--- src/rtl/cmp_result_debouncer.sv ---
// cmp_result_debouncer: debounces comparator smaller/equal/greater flags.
// A relation is committed only after HOLD consecutive valid, legal and identical samples.
// Also pulses on each commit, counts commits with saturation, and keeps a sticky illegal flag.
// Ports: clk, reset (sync, active-high), in_valid + flags in, clear (counter/illegal only);
//        stable_rel, change, change_count, illegal out (all registered).
module cmp_result_debouncer #(
  parameter int unsigned HOLD  = 4,
  parameter int unsigned CNT_W = 8
) (
  input  logic             clk,
  input  logic             reset,
  input  logic             in_valid,
  input  logic             smaller,
  input  logic             equal,
  input  logic             greater,
  input  logic             clear,
  output logic [1:0]       stable_rel,
  output logic             change,
  output logic [CNT_W-1:0] change_count,
  output logic             illegal
);

  localparam int unsigned      RUN_W  = (HOLD < 2) ? 1 : $clog2(HOLD + 1);
  localparam logic [RUN_W-1:0] HOLD_R = RUN_W'(HOLD);
  localparam logic [RUN_W-1:0] ONE_R  = RUN_W'(1);
  localparam logic [CNT_W-1:0] ONE_C  = CNT_W'(1);

  typedef enum logic [1:0] {
    ST_UNKNOWN = 2'd0,
    ST_STABLE  = 2'd1,
    ST_CONFIRM = 2'd2
  } state_t;

  state_t           state, state_nxt;
  logic [1:0]       cand, cand_nxt;
  logic [RUN_W-1:0] run, run_nxt;
  logic [1:0]       samp;
  logic             legal;
  logic             commit;

  // One-hot flags map onto the 2-bit relation code; anything else is illegal.
  always_comb begin
    samp  = 2'b00;
    legal = 1'b1;
    case ({smaller, equal, greater})
      3'b100:  samp = 2'b01;
      3'b010:  samp = 2'b10;
      3'b001:  samp = 2'b11;
      default: legal = 1'b0;
    endcase
  end

  always_comb begin
    state_nxt = state;
    cand_nxt  = cand;
    run_nxt   = run;
    commit    = 1'b0;
    if (in_valid) begin
      if (!legal) begin
        // Drop the run; a relation that was already committed stays committed.
        cand_nxt  = 2'b00;
        run_nxt   = '0;
        state_nxt = (state == ST_UNKNOWN) ? ST_UNKNOWN : ST_STABLE;
      end else begin
        if ((state == ST_CONFIRM) && (samp == stable_rel)) begin
          // Back to the committed relation: abandon the pending candidate.
          cand_nxt = samp;
          run_nxt  = ONE_R;
        end else if (samp == cand) begin
          run_nxt = (run == HOLD_R) ? run : run + ONE_R;
        end else begin
          cand_nxt = samp;
          run_nxt  = ONE_R;
        end
        // Run saturates at HOLD, so an already-committed cand never re-commits.
        commit = (run_nxt == HOLD_R) && (cand_nxt != stable_rel);
        case (state)
          ST_UNKNOWN: if (commit) state_nxt = ST_STABLE;
          ST_STABLE: begin
            if (commit)                  state_nxt = ST_STABLE;
            else if (samp != stable_rel) state_nxt = ST_CONFIRM;
          end
          ST_CONFIRM: begin
            if (commit || (samp == stable_rel)) state_nxt = ST_STABLE;
          end
          default: state_nxt = ST_UNKNOWN;
        endcase
      end
    end
  end

  always_ff @(posedge clk) begin
    if (reset) begin
      state        <= ST_UNKNOWN;
      cand         <= 2'b00;
      run          <= '0;
      stable_rel   <= 2'b00;
      change       <= 1'b0;
      change_count <= '0;
      illegal      <= 1'b0;
    end else begin
      state  <= state_nxt;
      cand   <= cand_nxt;
      run    <= run_nxt;
      change <= commit;
      if (commit) stable_rel <= cand_nxt;
      // clear wins over a same-edge increment or illegal set.
      if (clear)                        change_count <= '0;
      else if (commit && !(&change_count)) change_count <= change_count + ONE_C;
      if (clear)                        illegal <= 1'b0;
      else if (in_valid && !legal)      illegal <= 1'b1;
    end
  end

endmodule

--- config.mk ---
export PLATFORM = sky130hd
export DESIGN_NAME = cmp_result_debouncer
export DESIGN_NICKNAME = d
export VERILOG_FILES = /design/src/rtl/cmp_result_debouncer.sv
export SDC_FILE = /design/constraint.sdc
export NUM_CORES = 1
export LEC_CHECK = 0
export BUFFER_PORTS_ARGS = -buffer_cell sky130_fd_sc_hd__buf_2
export CORE_MARGIN = 2
export CORE_UTILIZATION = 35
export CTS_CLUSTER_SIZE = 16
export DETAILED_ROUTE_END_ITERATION = 10
export PLACE_DENSITY = 0.58
export REMOVE_ABC_BUFFERS = 1
export SETUP_SLACK_MARGIN = 0.5
export SYNTH_ARGS = -nofsm -noshare
export SYNTH_HDL_FRONTEND = slang
export SYNTH_SLANG_ARGS = --single-unit
--- constraint.sdc ---
create_clock -name clk -period 2.91 [get_ports clk]
set_clock_uncertainty 0.15 [all_clocks]
set_input_delay 0.1455 -clock clk [delete_from_list [all_inputs] [get_ports clk]]
set_output_delay 0.1455 -clock clk [all_outputs]
set_load 0.01 [all_outputs]
Word level (Yosys, flattened, before mapping)
Index checks and enable logic that the tools add are counted.
- register bits: 19
- input bits: 7
- output and inout bits: 12
- logic and storage cells: 58
- add/subtract/negate cells: 2
- equal/unequal tests: 14
- mux-type cells: 23
- reductions and logical operators: 12
- operators by type and width (kind ; count):
    2-bit two-way mux ; 11
    3-bit two-way mux ; 6
    2-bit case mux with 3 select lines ; 2
    3-bit equality test (second input constant) ; 3
    8-bit by 1-bit adder with 8-bit output (second input constant) ; 1
    8-bit AND reduction ; 1
    3-bit by 2-bit inequality test with 1-bit output (second input constant) ; 2
    2-bit equality test ; 2
    1-bit logical AND ; 4
    1-bit two-way mux ; 4
    2-bit inequality test ; 2
    4-bit inequality test (second input constant) ; 1
    4-bit AND reduction ; 1
    3-bit by 1-bit adder with 3-bit output (second input constant) ; 1
    3-bit by 1-bit equality test with 1-bit output (second input constant) ; 1
    3-bit by 2-bit equality test with 1-bit output (second input constant) ; 1
    3-bit OR reduction ; 1
    2-bit by 1-bit equality test with 1-bit output (second input constant) ; 1
    2-bit equality test (second input constant) ; 1
    1-bit zero test ; 2
    2-bit zero test ; 1
    2-bit OR reduction ; 1
    1-bit logical OR ; 1

Longest topological paths before layout
- word-level depth: 13
- depth in mapped cells: 8
- gate-level depth less buffers: 8

Worst setup path after synthesis
No wires, ideal clock.
- path type: register to register
- from: reg run[0]
- to: reg change_count[4]
- library setup time: 0.070 ns
- arrival: 2.149 ns
- required time: 2.690 ns
- slack: 0.542 ns
- stages on the path, launching flop included: 9
- buffers on the path: 0
- period minus slack after synthesis: 2.368 ns
- cell sequence: dfxtp_1 -> inv_1 -> ha_1 -> or3b_1 -> a21oi_1 -> a21oi_1 -> or3_4 -> or3_1 -> a21oi_1
- longest elaborated chain between the ends: 11
- elaborated cells between the ends (all ways): 12
- classes of those cells: 1 x add/sub; 2 x eq/ne; 7 x mux; 2 x reduce/logical
- RTL lines (what ; line ; text):
    start, declared ; 36 ; logic [RUN_W-1:0] run, run_nxt;
    start signal, assigned ; 104 ; run <= run_nxt;
    3-bit by 1-bit adder with 3-bit output / 3-bit equality test (equally long branches) ; 70 ; run_nxt = (run == HOLD_R) ? run : run + ONE_R;
    3-bit two-way mux * ; 70 ;
    3-bit two-way mux * ; 69 ; end else if (samp == cand) begin
    3-bit two-way mux * ; 65 ; if ((state == ST_CONFIRM) && (samp == stable_rel)) begin
    3-bit two-way mux * ; 59 ; if (!legal) begin
    3-bit two-way mux * ; 58 ; if (in_valid) begin
    3-bit equality test * ; 76 ; commit = (run_nxt == HOLD_R) && (cand_nxt != stable_rel);
    1-bit logical AND * ; 76 ;
    1-bit two-way mux * ; 59 ;
    1-bit two-way mux * ; 58 ;
    1-bit logical AND * ; 109 ; else if (commit && !(&change_count)) change_count <= change_count + ONE_C;
    end signal, assigned ; 109 ;
    end, declared ; 19 ; output logic [CNT_W-1:0] change_count,
Every way passes the cells marked *; elsewhere a longest branch is shown, timed or not. The select of a mux whose other input is x is not followed.
A chain may end at the register's enable or synchronous reset.

Final worst setup path
- from: reg run[1]
- to: reg change_count[4]
The elaborated chain is that of the path after synthesis.

==> results summary <==
The flow ran to the end, and the final reports show no timing, DRC or antenna violations. The starting utilization of the core area is 36.18%. Setup repair after global routing left no endpoint under its margin. The minimum clock period after layout is 2.325 ns. Walking the worst path, the cells encountered are inv_1, ha_4, or3b_4, a21oi_4, a21oi_4, or3_4, or3_1, a21oi_1. The setup slack on the worst flop-to-flop path came out at 0.59 ns. In this run the most critical hold path is launched from reset. The clock tree from TritonCTS is built. The maximum fanout along the worst path came out at 5. The fraction of final layout cells sized beyond drive strength 1 is 26.35%. The area of the core is 0.003337 mm2. The number of antenna violations at the first check in global routing is 0.

STA puts the critical path data arrival time at 2.41 ns. The number of warnings printed during yosys synthesis is 0. The worst reg2reg path depth is 8. Max-cap violations in this run came to 0.

The post-DP HPWL is 1.935 mm. The standard-cell row count is 21. The routed length per placed instance is 12.77 um. In this run the worst hold path is classified as in2reg.

The number of sinks handled by clock tree synthesis came out at 19. After detailed routing, no signal wire sits above met4. The number of nets at the end of the flow came out at 178.

The number of global-route vias before repair is 1057. The die width came out at 62.74 um. For this design the top-level I/O count stands at 19. The routed metal-1 wire length came out at 1.258 mm.

In this run the critical register-to-register path is captured at change_count[4]$_SDFFE_PP0P_. For hold timing, the worst endpoint is state[1]$_SDFFE_PP0P_. The cell taking the most area after synthesis is dfxtp_1. In this run the critical register-to-register path is launched from run[1]$_SDFFE_PP0P_. The global-route wire length before repair came out at 4.616 mm. The flip-flop and latch count after synthesis came out at 19.

The slew at the pin closest to its max-slew limit is 0.3512 ns. The count of pins over their slew limit was 0. Counting along the longest clock path gives a buffer depth of 2.

The worst path required time is 3.00 ns. The diode insertion count for antenna repair came out at 0. The met2 wirelength from detailed routing is 1.336 mm.

The number of endpoints with negative hold slack in the final report is 0. The class of the most critical setup path is reg2reg. The final estimated routing congestion in global placement is 0.7976. The violation count after the first detailed-route iteration is 19. The number of failing setup endpoints in the final timing report came out at 0. The overflow left after global routing came out at 0. In the routed layout, each cell is associated on average with a via count of 5.418.

Yosys attributes the largest share of cell area to dfxtp_1 (32%), a21oi_1 (5.0%), nor2_1 (4.0%). The number of detailed-routing iterations run before antenna repair came out at 5. The clock latency on the worst-skew pair is 0.30 ns. STA classifies the critical path startpoint as a flop. The met3 routed wirelength is 106 um.

The remaining antenna violation count after routing is 0. The largest net degree at the start of global routing is 15. The die covers 0.003936 mm2. The portion of the post-synthesis area used by sequential elements came out at 31.50%. The TritonCTS buffer count is 3.

The via count came out at 1154. In the synthesized netlist the dominant register cell turns out to be dfxtp_1. Global routing used 14.20% of the available tracks across all layers. The power density relative to cell area is 329.1 mW/mm2. Of the available clock period, the critical path in the final layout requires 79.90%.

The area added between synthesis and finish is 18.45%. The synthesized instance count came out at 143. Static timing analysis puts the maximum clock frequency at 430.1 MHz. The leakage power is 0.0005392 uW. After detailed routing, the number of remaining DRC violations is 0. CTS built an H-tree with a depth of 1.

The relative slew slack came out at 76.39%. In the post-synthesis netlist, the cell with the most instances is dfxtp_1. The count of port buffers added during placement came out at 18. The peak ir drop on the vdd network came out at 0.2779 mV.

The worst-case hold slack came out at 0.009800 ns. By count the netlist is led by dfxtp_1 (19), nor2_1 (13), a21oi_1 (12), inv_1 (9). The total wire length came out at 2.719 mm. The count of flip-flops with a built-in enable after synthesis came out at 0. The root buffer cell is clkbuf_4. The share of flip-flops with an asynchronous set or reset is 0%. The worst hold path was traced through 2 stages.

The largest stage delay on the critical path is 0.41 ns. Fill cells in the final layout number 349. Counting stages on the worst path, the most repeated cell is a21oi_4. The clock transition at the registers of the reported paths came out at 0.10 ns. Each instance of the synthesized netlist takes up on average 8.443 um2. The cell area after synthesis is 0.001207 mm2. The total negative setup slack is 0 ns.

The cell at the slowest stage of the critical path is or3_4. The share of Yosys cell area claimed by the top area cell type is 31.50%. Measured along the y axis, the die boundary spans 62.74 um. Yosys mapped the design onto 46 distinct sky130hd cell types.

STA classifies the critical path endpoint as a flop.
-- cells by family after synthesis --
group           share of synthesized area (%)
buf+inv                                 7.254
compound gates                          22.28
fa+ha+maj                               3.938
flops                                   31.50
xor+xnor                                2.177
mux                                    0.8290
simple gates                            32.02
-- worst max-delay path by stage --
stage                     cells past startpoint                      endpoint                start
after floorplan                               8  change_count[4]$_SDFFE_PP0P_  run[0]$_SDFFE_PP0P_
after global placement                        8  change_count[4]$_SDFFE_PP0P_  run[0]$_SDFFE_PP0P_
after detailed placement                      8  change_count[4]$_SDFFE_PP0P_  run[0]$_SDFFE_PP0P_
after CTS                                     8  change_count[4]$_SDFFE_PP0P_  run[0]$_SDFFE_PP0P_
after global routing                          8  change_count[4]$_SDFFE_PP0P_  run[1]$_SDFFE_PP0P_
final                                         8  change_count[4]$_SDFFE_PP0P_  run[1]$_SDFFE_PP0P_
-- sequential cells by signal (all words and copies together), names as in the netlist --
register,cells
change_count,8
run,3
cand,2
stable_rel,2
state,2
change,1
illegal,1
-- layout make-up --
type | instances | area [um2] | share of cell area, %
multi-input combinational | 110 | 779.5 | 54.51
tap | 46 | 57.56 | 4.025
clock buffer | 4 | 26.28 | 1.837
inverter | 9 | 33.78 | 2.362
timing repair buffer | 25 | 145.1 | 10.15
sequential | 19 | 387.9 | 27.12
-- metal layers --
| metal | global-route usage [%] | vias to the layer above |
|---|---|---|
| met3 | 3.784 | 2 |
| met1 | 17.30 | 544 |
| met4 | 3.611 | 0 |
| met5 | 0 | - |
| li1 | - | 581 |
| met2 | 24.73 | 27 |
-- repair_timing --
action	4_1_cts	5_1_grt
endpoints found under the setup margin	7	6
hold buffers	0	1
hold endpoints to repair	0	1
buffers inserted	0	5
pin swaps	0	7
gates resized for setup	6	6
-- metrics by stage --
step	setup slack, ns	util, %	total power [uW]	std cells	cell area (um2)
after floorplan	0.5416	-	311.8	138	1154
after global placement	0.4806	39.22	334.2	203	1309
after detailed placement	0.3777	39.22	336.3	203	1309
after CTS	0.5099	40.46	470.9	207	1350
after global routing	0.4910	42.86	497.3	213	1430
final	0.5850	42.86	470.7	213	1430
-- layout by cell type, fill, tap and decap left out, types with 2 or more instances in the layout --
cell type | synthesis | final
buf_2 | 0 | 18
dfxtp_1 | 19 | 17
nor2_1 | 13 | 13
a21oi_1 | 12 | 10
inv_1 | 9 | 9
nor3_1 | 7 | 7
a31oi_1 | 7 | 7
o21ai_0 | 6 | 6
buf_4 | 0 | 6
nand2b_1 | 5 | 5
nand2_1 | 5 | 5
nand3_1 | 5 | 5
and4bb_2 | 3 | 3
xnor2_1 | 3 | 3
and3_1 | 3 | 3
o21a_1 | 3 | 3
clkbuf_4 | 0 | 3
nor4_1 | 2 | 2
a21oi_4 | 0 | 2
nand3b_1 | 2 | 2
nor2b_1 | 2 | 2
a22oi_1 | 2 | 2
a211oi_1 | 2 | 2
o211ai_1 | 2 | 2
and4_1 | 2 | 2
dfxtp_4 | 0 | 2
-- critical path, delay by kind of cell (launching register included) --
kind,cells,cell delay [ns]
simple gates,3,1.10
fa+ha+maj,1,0.17
flops,1,0.38
buf+inv,1,0.07
compound gates,3,0.40
-- where the power goes --
part	internal, uW	switching (uW)	leakage [uW]	total (uW)
Clock	53.4	79.7	0.0000150	133
Sequential	262	3.47	0.000155	266
Combinational	28.8	43.2	0.000369	72.0
Total	344	126	0.000539	471
Power figures use the tool's default switching activity.
